--- config.mk ---
export PLATFORM = sky130hd
export DESIGN_NAME = pc_stack_unit
export DESIGN_NICKNAME = d
export VERILOG_FILES = /design/src/rtl/pc_pkg.sv /design/src/rtl/pc_ret_stack.sv /design/src/rtl/pc_stack_unit.sv
export SDC_FILE = /design/constraint.sdc
export NUM_CORES = 1
export LEC_CHECK = 0
export CORE_ASPECT_RATIO = 0.5
export CORE_MARGIN = 2
export CORE_UTILIZATION = 24
export CTS_BUF_LIST = sky130_fd_sc_hd__clkbuf_4 sky130_fd_sc_hd__clkbuf_8
export DETAILED_ROUTE_END_ITERATION = 12
export PLACE_DENSITY = 0.47
export SYNTH_ARGS = -nofsm -noshare
export SYNTH_HDL_FRONTEND = slang
export SYNTH_SLANG_ARGS = --single-unit
--- constraint.sdc ---
create_clock -name clk -period 2.1 [get_ports clk]
set_input_delay 0.42 -clock clk [delete_from_list [all_inputs] [get_ports clk]]
set_output_delay 0.42 -clock clk [all_outputs]
set_load 0.02 [all_outputs]
--- src/rtl/pc_pkg.sv ---
// Shared types and command decode for the program counter / return stack unit.
package pc_pkg;

  typedef enum logic [2:0] {
    PC_HOLD,
    PC_INC,
    PC_REL,
    PC_LD,
    PC_CALL,
    PC_RET
  } pc_op_e;

  function automatic pc_op_e pc_decode(input logic ret, input logic call,
                                       input logic ld, input logic rel,
                                       input logic pc_enable);
    pc_op_e op;
    op = PC_HOLD;
    if (ret)            op = PC_RET;
    else if (call)      op = PC_CALL;
    else if (ld)        op = PC_LD;
    else if (rel)       op = PC_REL;
    else if (pc_enable) op = PC_INC;
    return op;
  endfunction

endpackage

--- src/rtl/pc_ret_stack.sv ---
// Return-address LIFO; refuses push when full / pop when empty and flags the refusal.
module pc_ret_stack #(
  parameter int ADDR_W      = 8,
  parameter int STACK_DEPTH = 4
) (
  input  logic                                 clk,
  input  logic                                 rst,
  input  logic                                 push_i,
  input  logic                                 pop_i,
  input  logic [ADDR_W-1:0]                    push_data_i,
  output logic [ADDR_W-1:0]                    pop_data_o,
  output logic [$clog2(STACK_DEPTH+1)-1:0]     sp_o,
  output logic                                 full_o,
  output logic                                 empty_o,
  output logic                                 err_o
);
  localparam int SP_W = $clog2(STACK_DEPTH+1);

  logic [ADDR_W-1:0] mem_q [STACK_DEPTH];
  logic [SP_W-1:0]   sp_q, sp_d;
  logic              push_ok, pop_ok;

  assign full_o  = (sp_q == SP_W'(STACK_DEPTH));
  assign empty_o = (sp_q == '0);
  assign push_ok = push_i && !full_o;
  assign pop_ok  = pop_i && !empty_o;
  assign err_o   = (push_i && full_o) || (pop_i && empty_o);
  assign sp_o    = sp_q;

  always_comb begin
    sp_d = sp_q;
    if (push_ok)     sp_d = sp_q + SP_W'(1);
    else if (pop_ok) sp_d = sp_q - SP_W'(1);
  end

  // Top-of-stack is the entry just below sp; zero when empty.
  always_comb begin
    pop_data_o = '0;
    for (int i = 0; i < STACK_DEPTH; i++) begin
      if (sp_q == SP_W'(i + 1)) pop_data_o = mem_q[i];
    end
  end

  always_ff @(posedge clk or posedge rst) begin
    if (rst) begin
      sp_q <= '0;
      for (int i = 0; i < STACK_DEPTH; i++) mem_q[i] <= '0;
    end else begin
      sp_q <= sp_d;
      for (int i = 0; i < STACK_DEPTH; i++) begin
        if (push_ok && sp_q == SP_W'(i)) mem_q[i] <= push_data_i;
      end
    end
  end

endmodule

--- src/rtl/pc_stack_unit.sv ---
// Fetch-stage program counter with relative branch, call/return stack and sticky fault.
module pc_stack_unit
  import pc_pkg::*;
#(
  parameter int          ADDR_W      = 8,
  parameter int          STACK_DEPTH = 4,
  parameter logic [ADDR_W-1:0] RESET_VEC = '0
) (
  input  logic                             clk,
  input  logic                             reset,
  input  logic                             pc_enable,
  input  logic                             ld,
  input  logic                             rel,
  input  logic                             call,
  input  logic                             ret,
  input  logic [ADDR_W-1:0]                inp,
  output logic [ADDR_W-1:0]                out,
  output logic [$clog2(STACK_DEPTH+1)-1:0] sp,
  output logic                             stack_full,
  output logic                             stack_empty,
  output logic                             fault
);
  pc_op_e                    op;
  logic [ADDR_W-1:0]         pc_q, pc_d, pc_inc, pop_data;
  logic signed [ADDR_W-1:0]  offset;
  logic                      fault_q, fault_d, stack_err;

  assign op     = pc_decode(ret, call, ld, rel, pc_enable);
  assign pc_inc = pc_q + ADDR_W'(1);
  assign offset = $signed(inp);

  pc_ret_stack #(
    .ADDR_W      (ADDR_W),
    .STACK_DEPTH (STACK_DEPTH)
  ) u_stack (
    .clk         (clk),
    .rst         (reset),
    .push_i      (op == PC_CALL),
    .pop_i       (op == PC_RET),
    .push_data_i (pc_inc),
    .pop_data_o  (pop_data),
    .sp_o        (sp),
    .full_o      (stack_full),
    .empty_o     (stack_empty),
    .err_o       (stack_err)
  );

  // A refused call/return leaves the PC where it was.
  always_comb begin
    pc_d = pc_q;
    unique case (op)
      PC_INC:  pc_d = pc_inc;
      PC_REL:  pc_d = pc_q + $unsigned(offset);
      PC_LD:   pc_d = inp;
      PC_CALL: pc_d = stack_full  ? pc_q : inp;
      PC_RET:  pc_d = stack_empty ? pc_q : pop_data;
      default: pc_d = pc_q;
    endcase
  end

  assign fault_d = fault_q | stack_err;

  always_ff @(posedge clk or posedge reset) begin
    if (reset) begin
      pc_q    <= RESET_VEC;
      fault_q <= 1'b0;
    end else begin
      pc_q    <= pc_d;
      fault_q <= fault_d;
    end
  end

  assign out   = pc_q;
  assign fault = fault_q;

endmodule

# Word-level counts from Yosys, hierarchy flattened
# Index checks and enable logic that the tools add are counted.
# classes
add_sub_neg	4
eq_ne	11
muxes	14
bitwise	1
reduce_logical	15
# op_table
operator	n
$mux W8	6
$pmux W8 S5	1
$eq A3 B2 Y1 const B	4
$mux W3	4
$eq A3 B3 Y1 const B	3
$add A8 B1 Y8 const B	1
$add A8 B8 Y8	1
$logic_and A1 B1 Y1	8
$eq A3 B1 Y1 const B	2
$reduce_bool A5 Y1	1
$mux W2	2
$ne A2 B2 Y1 const B	2
$add A3 B1 Y3 const B	1
$logic_not A3 Y1	1
$reduce_and A3 Y1	1
$sub A3 B1 Y3 const B	1
$logic_not A1 Y1	2
$reduce_bool A2 Y1	1
$logic_or A1 B1 Y1	1
$mux W1	1
$or A1 B1 Y1	1
# totals
regBits	44
input_bits	15
output_inout_bits	14
word_cells	52

# Depth between registers and ports, before layout
# Gate-level depths: netlist of run 1.
# depth
depth_word	9
depth_mapped	9
ltp_nobuf	8

# Hierarchy
# From an unflattened synthesis of run 1, not the netlist that was laid out.
# unflattened
hier_cells	273
hier_area_um2	2845.2
# by_module_without_submodules
module	n_inst	cells_each	area_each_um2	seq_area_each_um2
pc_ret_stack	1	136	1762.9	875.8
pc_stack_unit	1	137	1082.3	225.2

# Worst setup path before layout of run 1
# OpenSTA, ideal clock, no wires.
# synth_timing
kind	register -> register
start	register pc_q[0], in the netlist out[0]
end	register pc_q[6], in the netlist out[6]
setup_time_ns	0.130
arrival_time_ns	1.971
required_time_ns	1.970
path_slack_ns	-0.001
stages_incl_launch_ff	8
n_path_buf	0
period_less_slack_ns	2.101
cell_sequence	dfrtp_1 > ha_1 > fa_1 > a211oi_1 > o21bai_1 > mux2i_1 > o31ai_1 > a21oi_1
# synth_between
elab_chain_len	2
word_cells_on_any_way	3
# synth_rtl
item	line_no	text
start: declaration	pc_stack_unit.sv:24	logic [ADDR_W-1:0] pc_q, pc_d, pc_inc, pop_data;
start signal: assignment	pc_stack_unit.sv:68	pc_q <= pc_d;
$add A8 B8 Y8 or $add A8 B1 Y8 (tied branches)	pc_stack_unit.sv:53, pc_stack_unit.sv:29	
$pmux W8 S5 *	pc_stack_unit.sv:51	unique case (op)
# Mark *: on every way between the ends. The rest lies on a longest branch, timed or not.
# A chain may end at the register's enable or synchronous reset.

# Worst setup path after layout of run 1
# layout_timing
start	register u_stack.sp_q[0], in the netlist u_stack.sp_o[0]
end	output port stack_full
# layout_between
elab_chain_len	1
# layout_rtl
item	line_no	text
start: declaration	pc_ret_stack.sv:20	logic [SP_W-1:0] sp_q, sp_d;
start signal: assignment	pc_ret_stack.sv:49	sp_q <= sp_d;
$eq A3 B3 Y1	pc_ret_stack.sv:23	assign full_o = (sp_q == SP_W'(STACK_DEPTH));
end: declaration	pc_stack_unit.sv:19	output logic stack_full,
# Every way passes these cells.

==> impl_summary.log, run 1 <==
[metrics] routed wire length: ~8300 µm
[metrics] detailed router's first-iteration violation count: 152
[metrics] global-route wire length before repair: approximately 13,000 µm
[metrics] Worst Max-Slew Pin Slew: around 0.6 ns
[metrics] die outline area: around 13,000 µm²
[metrics] gate count of the mapped netlist: 322
[metrics] area after detailed placement: 3720 µm²
[metrics] Worst Setup End Kind: output port
[metrics] Max rail drop VDD: ~340 µV
[metrics] final cycle utilization of the critical path: a little over nine tenths
[metrics] antenna violations before repair: 0
[metrics] Clock Path Buffers: 2
[metrics] DPL Wire Length: about 6500 µm
[metrics] total CTS buffers: 5
[metrics] total power: ~5600 µW
[metrics] share of the synthesized area in compound gates (AO/OA/AOI/OAI): about a quarter
[metrics] clock tree from TritonCTS: done
[metrics] final-layout fill cell count: about 1,200
[metrics] top cell family by delay on the critical path: buffers and inverters
[metrics] xor and xnor fraction of the mapped netlist area: about 3.4%
[metrics] Critical R2R Launch: u_stack.sp_o[0]
[metrics] reg-to-reg endpoint: out[7]
[metrics] buffer type at the clock tree root: sky130_fd_sc_hd__clkbuf_8
[metrics] worst-path cell chain: inv_1, ha_4, nand2_1, inv_2, clkdlybuf4s15_1
[metrics] logic depth of the worst register-to-register path: 7
[metrics] routability congestion estimate: about 0.8
[metrics] Initial Util: between 20 and 30%
[metrics] startpoint types: flop
[metrics] commonest non-fill, non-tap cell in the layout: sky130_fd_sc_hd__buf_4
[metrics] simple logic cell fraction of the synthesized area: around 18%
[metrics] multiplexer share of the synthesized area: approximately 4.1%
[metrics] number of standard-cell rows in the floorplan: 27
[metrics] Hold Fails Final Rpt: 0
[metrics] number of nets at the end of the flow: 437
[metrics] final worst clock skew: between 0.005 and 0.006 ns
[metrics] # clock sinks: between 40 and 50
[metrics] Leakage Power: ~0.0017 µW
[metrics] remaining number of nets flagged by the antenna check after routing: 0
[metrics] result of the run: finished, final reports clean
[metrics] # DRC: 0
[metrics] floorplan core area: between 10,000 and 15,000 µm²
[metrics] Post-Synthesis Net Count: about 350
[metrics] number of pins with negative max-slew slack in the final report: 0
[metrics] total inserted antenna cells: 0
[metrics] gr ovfl total: 0
[metrics] Via Count: between 2,000 and 3,000
[metrics] count of max-cap constraint violations: 0
[metrics] height of the chip: between 80 and 90 µm
[metrics] largest family of logic cells by synthesized area: compound AO/OA/AOI/OAI gates
[metrics] number of search-and-repair iterations in the first detailed-routing pass: 4
[metrics] Worst path slowest cell: sky130_fd_sc_hd__dfrtp_1
[metrics] Worst slew margin: 59.5%
[metrics] flops & latches, synth: 44
[metrics] Min-Delay Path Class: input pin to asynchronous set/reset pin
[metrics] post-synthesis share of cell area spent on full adders, half adders and majority gates: 6.91%
[metrics] internal reg-to-reg setup slack: between 0.1 and 0.15 ns
[metrics] worst path setup slack after routing: between 0.07 and 0.08 ns
[metrics] post-DR wirelength/cell: 14.7 µm
[metrics] yosys warns: 0
[metrics] crit path time final: ~2 ns
[metrics] asr flop ratio synth: 100%
[metrics] H-tree Lvls: 2
[metrics] Fin Hold WS: between 0.4 and 0.5 ns
[metrics] Max Clk Rate: just under 0.5 GHz
[metrics] number of placed I/O pins: 29
[metrics] Mean Syn Cell Area: 8.77 µm²
[metrics] RSZ-0062 raised after global routing: yes
[metrics] CP max FO: 6
[metrics] detailed-route vias per instance: around 4.6
[metrics] die boundary width: about 160 µm
[metrics] Total Routing Usage GR: 13.8%
[metrics] Finish-stage setup viols: 0
[metrics] CP Buf/Inv Count: 3
[metrics] maximum number of pins on one net before global-route repair: 19
[metrics] Final Instance Area: approximately 4000 µm²
[metrics] most instantiated flip-flop cell in the synthesis netlist: sky130_fd_sc_hd__dfrtp_1
[metrics] commonest cells after routing, fill and taps aside: sky130_fd_sc_hd__buf_4 (66), sky130_fd_sc_hd__a21oi_1 (46), sky130_fd_sc_hd__nor2_1 (44)
[metrics] post-synth cell types: 60
[metrics] worst slack after detailed placement: -0.420 ns
[metrics] Clock transition at path regs: approximately 0.09 ns
[metrics] layout cells sized above 1: between 20% and 30%
[metrics] portion of the post-synthesis area used by sequential elements: roughly two fifths
[metrics] Worst Setup Path Type: flop to output port
[metrics] mapped cell area: 2820 µm²
[metrics] core utilization of the finished layout: between 30% and 40%
[metrics] Crit path arrival time: ~1.6 ns
[metrics] Post-synth EDFFs: 0
[metrics] delay contributed by the slowest stage of the critical path: 0.43 ns
[metrics] pwr dens: about 1400 nW/µm²
[metrics] vias in the first global route: 2,507
[metrics] required time of the worst setup path: 1.68 ns
[metrics] latest clock arrival within the worst-skew pair: approximately 0.30 ns
[metrics] synthesis-to-finish area growth: 41.0%
[metrics] number of buffer cells added on primary ports: 28
[registers in the layout (all words and copies together) (netlist names)]
name           count
u_stack.mem_q     32
u_stack.sp_o       3
out                8
fault              1
[kinds of logic after synthesis]
logic type	after synthesis
AO/OA/AOI/OAI	108
XOR/XNOR	11
adder cells (fa/ha/maj)	15
buffers and inverters	28
flip-flops	44
multiplexers	11
AND/OR/NAND/NOR	105
[Yosys cell counts (2+ instances only)]
master	n	area share, %
sky130_fd_sc_hd__nor2b_1	3	0.66
sky130_fd_sc_hd__mux2_2	5	2.0
sky130_fd_sc_hd__dfrtp_1	44	39
sky130_fd_sc_hd__a21o_2	2	0.62
sky130_fd_sc_hd__buf_4	3	0.80
sky130_fd_sc_hd__a221oi_1	8	2.5
sky130_fd_sc_hd__xor2_1	4	1.2
sky130_fd_sc_hd__o21ai_0	19	3.4
sky130_fd_sc_hd__and3_1	5	1.1
sky130_fd_sc_hd__buf_2	11	2.0
sky130_fd_sc_hd__nand2_1	23	3.1
sky130_fd_sc_hd__inv_1	9	1.2
sky130_fd_sc_hd__mux2i_1	6	2.1
sky130_fd_sc_hd__a21o_1	2	0.53
sky130_fd_sc_hd__nand2b_1	6	1.3
sky130_fd_sc_hd__o22a_1	2	0.62
sky130_fd_sc_hd__nor2_1	46	6.1
sky130_fd_sc_hd__nand3_1	9	1.6
sky130_fd_sc_hd__ha_1	14	6.2
sky130_fd_sc_hd__o22ai_1	2	0.44
sky130_fd_sc_hd__a21oi_1	47	8.3
sky130_fd_sc_hd__inv_2	2	0.27
sky130_fd_sc_hd__o21ai_1	4	0.71
sky130_fd_sc_hd__xnor2_1	7	2.2
sky130_fd_sc_hd__o31ai_1	2	0.53
sky130_fd_sc_hd__nor3_1	2	0.35
sky130_fd_sc_hd__a211oi_1	2	0.53
[metrics by stage]
step           instances  setup TNS, ns
2_1_floorplan        322              0
3_3_place_gp         558          -1.87
3_5_place_dp         558          -1.83
4_1_cts              566              0
5_1_grt              567        -0.0619
6_report             567              0
[how the worst max path moves through the flow]
| stage | from | to | slack (ns) | cells after the start |
|---|---|---|---|---|
| floorplan | out[0] | out[6] | 0.07 | 7 |
| global placement | inp[0] | out[6] | -0.39 | 8 |
| detailed placement | inp[0] | out[6] | -0.42 | 8 |
| CTS | u_stack.sp_o[0] | out[2] | 0.02 | 6 |
| global route | u_stack.sp_o[0] | stack_full | -0.03 | 5 |
| finish | u_stack.sp_o[0] | stack_full | 0.07 | 5 |
[layout make-up]
cell class	instances	area [µm²]	share of cell area, %
repair buffers	95	800	20.1
well taps	159	199	5.00
inverters	11	41.3	1.04
multi-input cells	250	1720	43.3
clock buffers	5	68.8	1.73
flip-flops and latches	44	1100	27.7
clock inverters	3	46.3	1.16
[per-layer routing]
layer | global-route usage, % | vias to the layer above | wire length [µm] | share of wire (%)
met2 | 21.9 | 47 | 3600 | 43
met3 | 2.10 | 7 | 276 | 3.3
met4 | 3.00 | 0 | 60 | 0.72
met1 | 19.7 | 1197 | 4410 | 53
met5 | 0 | - | 0 | 0
li1 | - | 1329 | - | -
[repair_timing]
action / in CTS / in global routing
endpoints found under the hold margin: 0 / 0
pin swaps: 1 / 11
setup buffers: 0 / 1
hold buffers: 0 / 0
gates resized for setup: 8 / 18
setup endpoints to repair: 5 / 9
[report_power, final]
| group | switching (µW) | internal (µW) | total [µW] |
|---|---|---|---|
| Combinational | 1760 | 1620 | 3370 |
| Sequential | 278 | 1260 | 1540 |
| Clock | 330 | 359 | 689 |
| Total | 2360 | 3240 | 5600 |
[worst register-to-register path: stages, from the launching register on]
cell and delay, ns:
sky130_fd_sc_hd__dfrtp_1 0.43, sky130_fd_sc_hd__ha_1 0.25, sky130_fd_sc_hd__ha_4 0.20, sky130_fd_sc_hd__nor4b_2 0.25, sky130_fd_sc_hd__buf_4 0.16, sky130_fd_sc_hd__a21oi_1 0.08
sky130_fd_sc_hd__o221a_1 0.24, sky130_fd_sc_hd__a222oi_1 0.27
Power figures use the tool's default switching activity.
==> run 2: changes to the inputs <==
--- a/config.mk
+++ b/config.mk
@@ -11,6 +11,7 @@
 export CTS_BUF_LIST = sky130_fd_sc_hd__clkbuf_4 sky130_fd_sc_hd__clkbuf_8
 export DETAILED_ROUTE_END_ITERATION = 12
 export PLACE_DENSITY = 0.47
+export RECOVER_POWER = 50
 export SYNTH_ARGS = -nofsm -noshare
 export SYNTH_HDL_FRONTEND = slang
 export SYNTH_SLANG_ARGS = --single-unit
==> run 2 against run 1 <==
Against the previous run:
- cell count unchanged
- worst setup slack improved by 0.0017 ns
- sequential share of layout area is 0.15 points higher
- global-route usage unchanged
- fmax barely moved
- sequential power about the same
- core utilization is 0.19 points lower
- clock skew increased by 0.0016 ns
- via count fell by 0.27%
- clock power about the same
- count of clock-buffer cells in the layout unchanged
- flip-flop and latch count unchanged
- highest routed layer unchanged
==> impl_summary.log, run 2 (same netlist as run 1, synthesis figures left out) <==
[metrics] latest clock arrival within the worst-skew pair: 0.30 ns (about the same)
[metrics] global-route wire length before repair: 13,500 µm (unchanged)
[metrics] H-tree Lvls: 2 (unchanged)
[metrics] layout cells sized above 1: 26.5% (was 27.9%)
[metrics] number of search-and-repair iterations in the first detailed-routing pass: 4 (unchanged)
[metrics] commonest cells after routing, fill and taps aside: sky130_fd_sc_hd__buf_4 (60), sky130_fd_sc_hd__a21oi_1 (46), sky130_fd_sc_hd__nor2_1 (44) (was sky130_fd_sc_hd__buf_4 (66), sky130_fd_sc_hd__a21oi_1 (46), sky130_fd_sc_hd__nor2_1 (44))
[metrics] Worst slew margin: 48.1% (was 59.5%)
[metrics] Min-Delay Path Class: flop to flop (was input pin to asynchronous set/reset pin)
[metrics] DPL Wire Length: 6480 µm (unchanged)
[metrics] post-DR wirelength/cell: 14.7 µm (about the same)
[metrics] Clock Path Buffers: 2 (unchanged)
[metrics] switching share of power: 42.2% (about the same)
[metrics] Max Clk Rate: 0.493 GHz (about the same)
[metrics] final standard cell count with taps included and fillers excluded: 567 (unchanged)
[metrics] routed wire length: 8310 µm (was 8340 µm)
[metrics] CP max FO: 6 (unchanged)
[metrics] # clock sinks: 44 (unchanged)
[metrics] synthesis-to-finish area growth: 40.2% (was 41.0%)
[metrics] number of pins with negative max-slew slack in the final report: 0 (unchanged)
[metrics] clock tree from TritonCTS: done (unchanged)
[metrics] number of nets at the end of the flow: 437 (unchanged)
[metrics] result of the run: finished, final reports clean (unchanged)
[metrics] final-layout fill cell count: 1,200 (was 1,190)
[metrics] Final Instance Area: 3960 µm² (was 3980 µm²)
[metrics] multi-input gate area in the final layout: 1720 µm² (unchanged)
[metrics] area occupied by registers: 1100 µm² (unchanged)
[metrics] die boundary width: 157 µm (unchanged)
[metrics] detailed router's first-iteration violation count: 144 (was 152)
[metrics] Critical R2R Launch: u_stack.sp_o[0] (unchanged)
[metrics] pwr dens: 1410 nW/µm² (about the same)
[metrics] final worst clock skew: 0.00739 ns (was 0.00576 ns)
[metrics] Initial Util: 25.2% (unchanged)
[metrics] Fin Hold WS: 0.465 ns (was 0.432 ns)
[metrics] count of max-cap constraint violations: 0 (unchanged)
[metrics] Cells after DPL: 558 (unchanged)
[metrics] crit path time final: 2.03 ns (about the same)
[metrics] Max rail drop VDD: 337 µV (about the same)
[metrics] Worst Setup Path Type: flop to output port (unchanged)
[metrics] total CTS buffers: 5 (unchanged)
[metrics] gr ovfl total: 0 (unchanged)
[metrics] commonest non-fill, non-tap cell in the layout: sky130_fd_sc_hd__buf_4 (unchanged)
[metrics] routability congestion estimate: 0.803 (unchanged)
[metrics] antenna violations before repair: 0 (unchanged)
[metrics] register with the most flip-flops: u_stack.mem_q (unchanged)
[metrics] Hold Fails Final Rpt: 0 (unchanged)
[metrics] total inserted antenna cells: 0 (unchanged)
[metrics] buffer type at the clock tree root: sky130_fd_sc_hd__clkbuf_8 (unchanged)
[metrics] detailed-route vias per instance: 4.54 (was 4.55)
[metrics] maximum number of pins on one net before global-route repair: 19 (unchanged)
[metrics] die outline area: 12,700 µm² (unchanged)
[metrics] Worst Max-Slew Pin Slew: 0.778 ns (was 0.603 ns)
[metrics] Finish-stage setup viols: 0 (unchanged)
[metrics] Power Internal: 3230 µW (was 3240 µW)
[metrics] core utilization of the finished layout: 35.3% (was 35.5%)
[metrics] start point of the critical path: u_stack.sp_o[0] (unchanged)
[metrics] height of the chip: 80.7 µm (unchanged)
[metrics] required time of the worst setup path: 1.68 ns (about the same)
[metrics] portion of total power attributed to the clock network: 12.3% (about the same)
[metrics] startpoint types: flop (unchanged)
[metrics] vias in the first global route: 2,507 (unchanged)
[metrics] max reg flops: 32 (unchanged)
[metrics] area after detailed placement: 3720 µm² (unchanged)
[metrics] floorplan core area: 11,200 µm² (unchanged)
[metrics] remaining number of nets flagged by the antenna check after routing: 0 (unchanged)
[metrics] Clock transition at path regs: 0.10 ns (was 0.09 ns)
[metrics] Leakage Power: 0.00167 µW (was 0.00169 µW)
[metrics] number of standard-cell rows in the floorplan: 27 (unchanged)
[metrics] Total Routing Usage GR: 13.8% (unchanged)
[metrics] worst hold start: fault
[metrics] number of placed I/O pins: 29 (unchanged)
[metrics] # DRC: 0 (unchanged)
[metrics] Crit path arrival time: 1.61 ns (about the same)
[metrics] cts hold-fix bufs: 0 (unchanged)
[metrics] RSZ-0062 raised after global routing: yes (unchanged)
[metrics] combinational cell fraction of total power: 60.1% (was 60.2%)
[metrics] Worst Setup End Kind: output port (unchanged)
[metrics] post-route setup TNS: 0 ns (unchanged)
[metrics] switching power summed over all nets: 2360 µW (about the same)
[metrics] final cycle utilization of the critical path: 96.6% (about the same)
[metrics] Via Count: 2,573 (was 2,580)
[metrics] proportion of power drawn by flip-flops and latches: 27.6% (was 27.5%)
[metrics] number of buffer cells added on primary ports: 28 (unchanged)
-- run 2: critical path, cell delays in order, from the launching register on --
cell,delay [ns]
sky130_fd_sc_hd__dfrtp_1,0.43
sky130_fd_sc_hd__inv_1,0.20
sky130_fd_sc_hd__ha_4,0.21
sky130_fd_sc_hd__nand2_1,0.09
sky130_fd_sc_hd__inv_2,0.08
sky130_fd_sc_hd__clkdlybuf4s15_1,0.30
-- run 2: layout make-up --
cell class	count	share of cell area [%]
Clock inverter	3	1.17
Tap cell	159	5.03
Timing Repair Buffer	95	19.7
Sequential cell	44	27.8
Multi-Input combinational cell	250	43.5
Inverter	11	1.04
Clock buffer	5	1.74
-- run 2: stage by stage --
step	total power [µW]	worst slack, ns
after floorplan	3340	0.0655
after global placement	4680	-0.390
after global routing	6040	-0.0267
final	5590	0.0721
after detailed placement	4670	-0.420
after CTS	5400	0.0188
-- run 2: layer usage --
layer	global-route usage [%]	part of all wire (%)	up-vias	routed length (µm)
met5	0	0	-	0
met4	3.00	0.70	0	58
met3	2.10	4.3	5	359
met1	19.7	52	1191	4320
met2	21.9	43	48	3580
li1	-	-	1329	-
-- run 2: final timing paths --
path                                          to  slack [ns]  cells after the start
max in group asynchronous                 out[0]        0.49                      3
min in group asynchronous       u_stack.mem_q[8]        0.69                      2
worst min-delay path                       fault        0.47                      1
worst max register to register            out[7]        0.13                      7
worst max-delay path                  stack_full        0.07                      5
worst min register to register             fault        0.47                      1
-- run 2: what timing repair did --
action / 4_1_cts / 5_1_grt
buffers inserted: 0 / 1
setup endpoints to repair: 5 / 9
pin swaps: 1 / 11
resized for setup: 8 / 18
-- run 2: power by group through the flow --
| stage | sequential, µW | clock, µW | combinational [µW] |
|---|---|---|---|
| global placement | 1530 | 0 | 3150 |
| floorplan | 1670 | 0 | 1670 |
| global route | 1600 | 746 | 3690 |
| finish | 1540 | 690 | 3360 |
| CTS | 1520 | 705 | 3180 |
| detailed placement | 1540 | 0 | 3130 |
==> run 3: changes to the inputs <==
--- a/config.mk
+++ b/config.mk
@@ -6,12 +6,12 @@
 export NUM_CORES = 1
 export LEC_CHECK = 0
 export CORE_ASPECT_RATIO = 0.5
-export CORE_MARGIN = 2
-export CORE_UTILIZATION = 24
+export CORE_UTILIZATION = 53
 export CTS_BUF_LIST = sky130_fd_sc_hd__clkbuf_4 sky130_fd_sc_hd__clkbuf_8
 export DETAILED_ROUTE_END_ITERATION = 12
-export PLACE_DENSITY = 0.47
+export PLACE_DENSITY = 0.83
 export RECOVER_POWER = 50
 export SYNTH_ARGS = -nofsm -noshare
 export SYNTH_HDL_FRONTEND = slang
+export SYNTH_HIERARCHICAL = 1
 export SYNTH_SLANG_ARGS = --single-unit
==> run 3 against run 2 <==
Against the previous run:
- the run now ends with setup timing left
- wire length is 8.8% higher
- count of clock-buffer cells in the layout unchanged
- non-clock buffer count shrank 9
- combinational power grew 1%
- cell area decreased by 3.1%
- area after synthesis is 0.80% higher
- largest power group unchanged
==> impl_summary.log, run 3 <==
[metrics] antenna violations before repair: 1 (was 0)
[metrics] yosys warns: 6 (was 0)
[metrics] required time of the worst setup path: 2.30 ns (was 1.68 ns)
[metrics] final standard cell count with taps included and fillers excluded: 425 (was 567)
[metrics] Cells after DPL: 404 (was 558)
[metrics] remaining number of nets flagged by the antenna check after routing: 0 (unchanged)
[metrics] Hold Path Cell Cnt: 1 (unchanged)
[metrics] met2 usage: 53.8% (was 21.9%)
[metrics] DPL Wire Length: 5540 µm (was 6480 µm)
[metrics] # clock sinks: 44 (unchanged)
[metrics] mapped cell area: 2850 µm² (was 2820 µm²)
[metrics] Crit path depth: 11 (was 5)
[metrics] final cycle utilization of the critical path: 107% (was 96.6%)
[metrics] top cells by area, synth: sky130_fd_sc_hd__dfrtp_1 (39%), sky130_fd_sc_hd__mux2_2 (13%), sky130_fd_sc_hd__ha_1 (6.2%) (was sky130_fd_sc_hd__dfrtp_1 (39%), sky130_fd_sc_hd__a21oi_1 (8.3%), sky130_fd_sc_hd__ha_1 (6.2%))
[metrics] number of nets at the end of the flow: 384 (was 437)
[metrics] asr flop ratio synth: 100% (unchanged)
[metrics] failing checks: setup timing
[metrics] most instantiated flip-flop cell in the synthesis netlist: sky130_fd_sc_hd__dfrtp_1 (unchanged)
[metrics] vias in the first global route: 2,514 (was 2,507)
[metrics] die outline area: 5680 µm² (was 12,700 µm²)
[metrics] met1 capacity usage during global routing: 38.5% (was 19.7%)
[metrics] Max Clk Rate: 0.445 GHz (was 0.493 GHz)
[metrics] Via Count: 2,698 (was 2,573)
[metrics] maximum number of pins on one net before global-route repair: 36 (was 19)
[metrics] Final Instance Area: 3840 µm² (was 3960 µm²)
[metrics] max reg flops: 32 (unchanged)
[metrics] core utilization of the finished layout: 76.0% (was 35.3%)
[metrics] die boundary width: 106 µm (was 157 µm)
[metrics] H-tree Lvls: 2 (unchanged)
[metrics] library cell with the largest summed area after synthesis: sky130_fd_sc_hd__dfrtp_1 (unchanged)
[metrics] Finish-stage setup viols: 13 (was 0)
[metrics] Mean Syn Cell Area: 10.4 µm² (was 8.77 µm²)
[metrics] Max rail drop VDD: 692 µV (was 337 µV)
[metrics] top cell family by delay on the critical path: compound AO/OA/AOI/OAI gates (was buffers and inverters)
[metrics] Total Routing Usage GR: 30.7% (was 13.8%)
[metrics] Post-Synthesis Net Count: 303 (was 352)
[metrics] crit path time final: 2.25 ns (was 2.03 ns)
[metrics] # DRC: 0 (unchanged)
[metrics] layout cells sized above 1: 38.9% (was 26.5%)
[metrics] Clock Path Buffers: 2 (unchanged)
[metrics] post-synth cell types: 63 (was 60)
[metrics] detailed router's first-iteration violation count: 359 (was 144)
[metrics] area after detailed placement: 3500 µm² (was 3720 µm²)
[metrics] height of the chip: 53.8 µm (was 80.7 µm)
[metrics] detailed-route vias per instance: 6.35 (was 4.54)
[metrics] busiest layer in global routing: met2 (unchanged)
[metrics] area share of the leading cell type in the synthesized netlist: 38.7% (was 39.0%)
[metrics] CP max FO: 3 (was 6)
[metrics] Clock transition at path regs: 0.10 ns (about the same)
[metrics] gr ovfl total: 0 (unchanged)
[metrics] Worst Setup End Kind: flop (was output port)
[metrics] internal reg-to-reg setup slack: -0.15 ns (was 0.13 ns)
[metrics] buffer type at the clock tree root: sky130_fd_sc_hd__clkbuf_8 (unchanged)
[metrics] Crit path arrival time: 2.45 ns (was 1.61 ns)
[metrics] Initial Util: 56.4% (was 25.2%)
[metrics] pwr dens: 1480 nW/µm² (was 1410 nW/µm²)
[metrics] logic depth of the worst register-to-register path: 11 (was 7)
[metrics] cts hold-fix bufs: 0 (unchanged)
[metrics] global-route wire length before repair: 12,900 µm (was 13,500 µm)
[metrics] CP Buf/Inv Count: 3 (unchanged)
[metrics] number of pins with negative max-slew slack in the final report: 0 (unchanged)
[metrics] total inserted antenna cells: 0 (unchanged)
[metrics] Worst path slowest cell: sky130_fd_sc_hd__dfrtp_2 (was sky130_fd_sc_hd__dfrtp_1)
[metrics] Worst slew margin: 41.9% (was 48.1%)
[metrics] Leakage Power: 0.00170 µW (was 0.00167 µW)
[metrics] count of max-cap constraint violations: 0 (unchanged)
[metrics] floorplan core area: 5040 µm² (was 11,200 µm²)
[metrics] gate count of the mapped netlist: 273 (was 322)
[metrics] latest clock arrival within the worst-skew pair: 0.32 ns (was 0.30 ns)
[metrics] met3 usage in global routing: 6.90% (was 2.10%)
[metrics] number of standard-cell rows in the floorplan: 18 (was 27)
[metrics] register with the most flip-flops: u_stack/mem_q (was u_stack.mem_q)
[metrics] total CTS buffers: 5 (unchanged)
[metrics] most frequently used cell type in the post-synthesis netlist: sky130_fd_sc_hd__dfrtp_1 (was sky130_fd_sc_hd__a21oi_1)
[metrics] clock tree from TritonCTS: done (unchanged)
[metrics] routability congestion estimate: 0.889 (was 0.803)
[metrics] Post-synth EDFFs: 0 (unchanged)
[metrics] delay contributed by the slowest stage of the critical path: 0.40 ns (was 0.43 ns)
[metrics] most prevalent standard cell on the critical path: sky130_fd_sc_hd__a21oi_1
[metrics] portion of the post-synthesis area used by sequential elements: 38.7% (was 39.0%)
[metrics] startpoint types: flop (unchanged)
[metrics] commonest non-fill, non-tap cell in the layout: sky130_fd_sc_hd__buf_4 (unchanged)
[metrics] Worst Max-Slew Pin Slew: 0.871 ns (was 0.778 ns)
[metrics] number of search-and-repair iterations in the first detailed-routing pass: 7 (was 4)
[metrics] routed wire length: 9040 µm (was 8310 µm)
[metrics] worst-path cell chain: buf_6, inv_6, ha_4, nor4b_4, buf_4, a222oi_1, a21oi_1, nor2b_1, a21oi_1, a221oi_2, o21ai_1 (was inv_1, ha_4, nand2_1, inv_2, clkdlybuf4s15_1)
[metrics] number of placed I/O pins: 29 (unchanged)
[metrics] Min-Delay Path Class: flop to flop (unchanged)
[metrics] commonest cells after routing, fill and taps aside: sky130_fd_sc_hd__buf_4 (49), sky130_fd_sc_hd__dfrtp_1 (40), sky130_fd_sc_hd__mux2_2 (31) (was sky130_fd_sc_hd__buf_4 (60), sky130_fd_sc_hd__a21oi_1 (46), sky130_fd_sc_hd__nor2_1 (44))
[metrics] final worst clock skew: 0.0158 ns (was 0.00739 ns)
[metrics] synthesis-to-finish area growth: 34.8% (was 40.2%)
[metrics] Hold Fails Final Rpt: 0 (unchanged)
[metrics] flops & latches, synth: 44 (unchanged)
[metrics] number of buffer cells added on primary ports: 28 (unchanged)
[metrics] Worst Setup Path Type: flop to flop (was flop to output port)
[metrics] RSZ-0062 raised after global routing: yes (unchanged)
[metrics] worst path setup slack after routing: -0.145 ns (was 0.0721 ns)
[metrics] leading post-synthesis cells by instance count: sky130_fd_sc_hd__dfrtp_1 (44), sky130_fd_sc_hd__mux2_2 (32), sky130_fd_sc_hd__a21oi_1 (19), sky130_fd_sc_hd__nand2_1 (19), sky130_fd_sc_hd__nor2_1 (18) (was sky130_fd_sc_hd__a21oi_1 (47), sky130_fd_sc_hd__nor2_1 (46), sky130_fd_sc_hd__dfrtp_1 (44), sky130_fd_sc_hd__nand2_1 (23), sky130_fd_sc_hd__o21ai_0 (19))
[metrics] result of the run: finished, violations left (was finished, final reports clean)
[metrics] post-DR wirelength/cell: 21.3 µm (was 14.7 µm)
[run 3: changes by cell type after synthesis, sizes merged, moves of 3 or more]
| cell | before | now |
|---|---|---|
| a21oi | 48 | 20 |
| mux2 | 5 | 33 |
| nor2 | 46 | 18 |
| o21ai | 23 | 13 |
| buf | 15 | 7 |
| a221oi | 9 | 3 |
| a222oi | 1 | 7 |
| and3 | 6 | 0 |
| mux2i | 6 | 2 |
| nor2b | 3 | 7 |
| a21o | 4 | 1 |
| clkbuf | 2 | 5 |
| nand2 | 24 | 21 |
[run 3: cells by family after synthesis]
kind of cell             Yosys count  synth area share [%]
XOR/XNOR                          12                  3.69
multiplexers                      35                  13.8
AND/OR/NAND/NOR                   75                  15.4
flip-flops                        44                  38.7
AO/OA/AOI/OAI                     68                  17.2
adder cells (fa/ha/maj)           15                  6.86
buffers and inverters             24                  4.35
[run 3: final timing paths]
check,startpoint,to
max reg2reg,u_stack/sp_o[1],out[6]
min reg2reg,u_stack/mem_q[27],u_stack/mem_q[27]
max,u_stack/sp_o[1],out[6]
min,u_stack/mem_q[27],u_stack/mem_q[27]
min in group asynchronous,reset,fault
max in group asynchronous,reset,u_stack/sp_o[0]
[run 3: cell type report]
cell class | instances | area (µm²)
Multi-Input combinational cell | 205 | 1750
Fill cell | 304 | 1210
Sequential cell | 44 | 1110
Timing Repair Buffer | 86 | 728
Tap cell | 70 | 87.6
Clock buffer | 5 | 68.8
Inverter | 12 | 52.6
Clock inverter | 3 | 47.5
[run 3: through the flow]
stage / setup TNS [ns] / hold slack [ns] / setup WS [ns] / power, µW
2_1_floorplan: 0 / 0.248 / 0.0173 / 3220
3_3_place_gp: -2.52 / 0.452 / -0.453 / 4190
3_5_place_dp: -3.18 / 0.457 / -0.467 / 4360
4_1_cts: -0.0271 / 0.435 / -0.0271 / 5210
5_1_grt: -1.33 / 0.525 / -0.250 / 5920
6_report: -0.419 / 0.517 / -0.145 / 5660
[run 3: report_power, final]
group	internal (µW)	switching [µW]	total, µW	leakage (µW)
clock	359	340	699	0.0000583
sequential	1230	332	1570	0.000543
combinational	1690	1710	3400	0.00109
[run 3: layer usage]
metal,vias to the layer above,part of all wire [%]
li1,1173,-
met3,36,9.6
met2,176,47
met5,-,0.14
met4,2,2.9
met1,1311,41
[run 3: repair_timing]
item | in CTS | in global routing
pin swaps | 9 | 21
setup buffers | 8 | 9
resized for setup | 28 | 23
endpoints found under the setup margin | 9 | 10
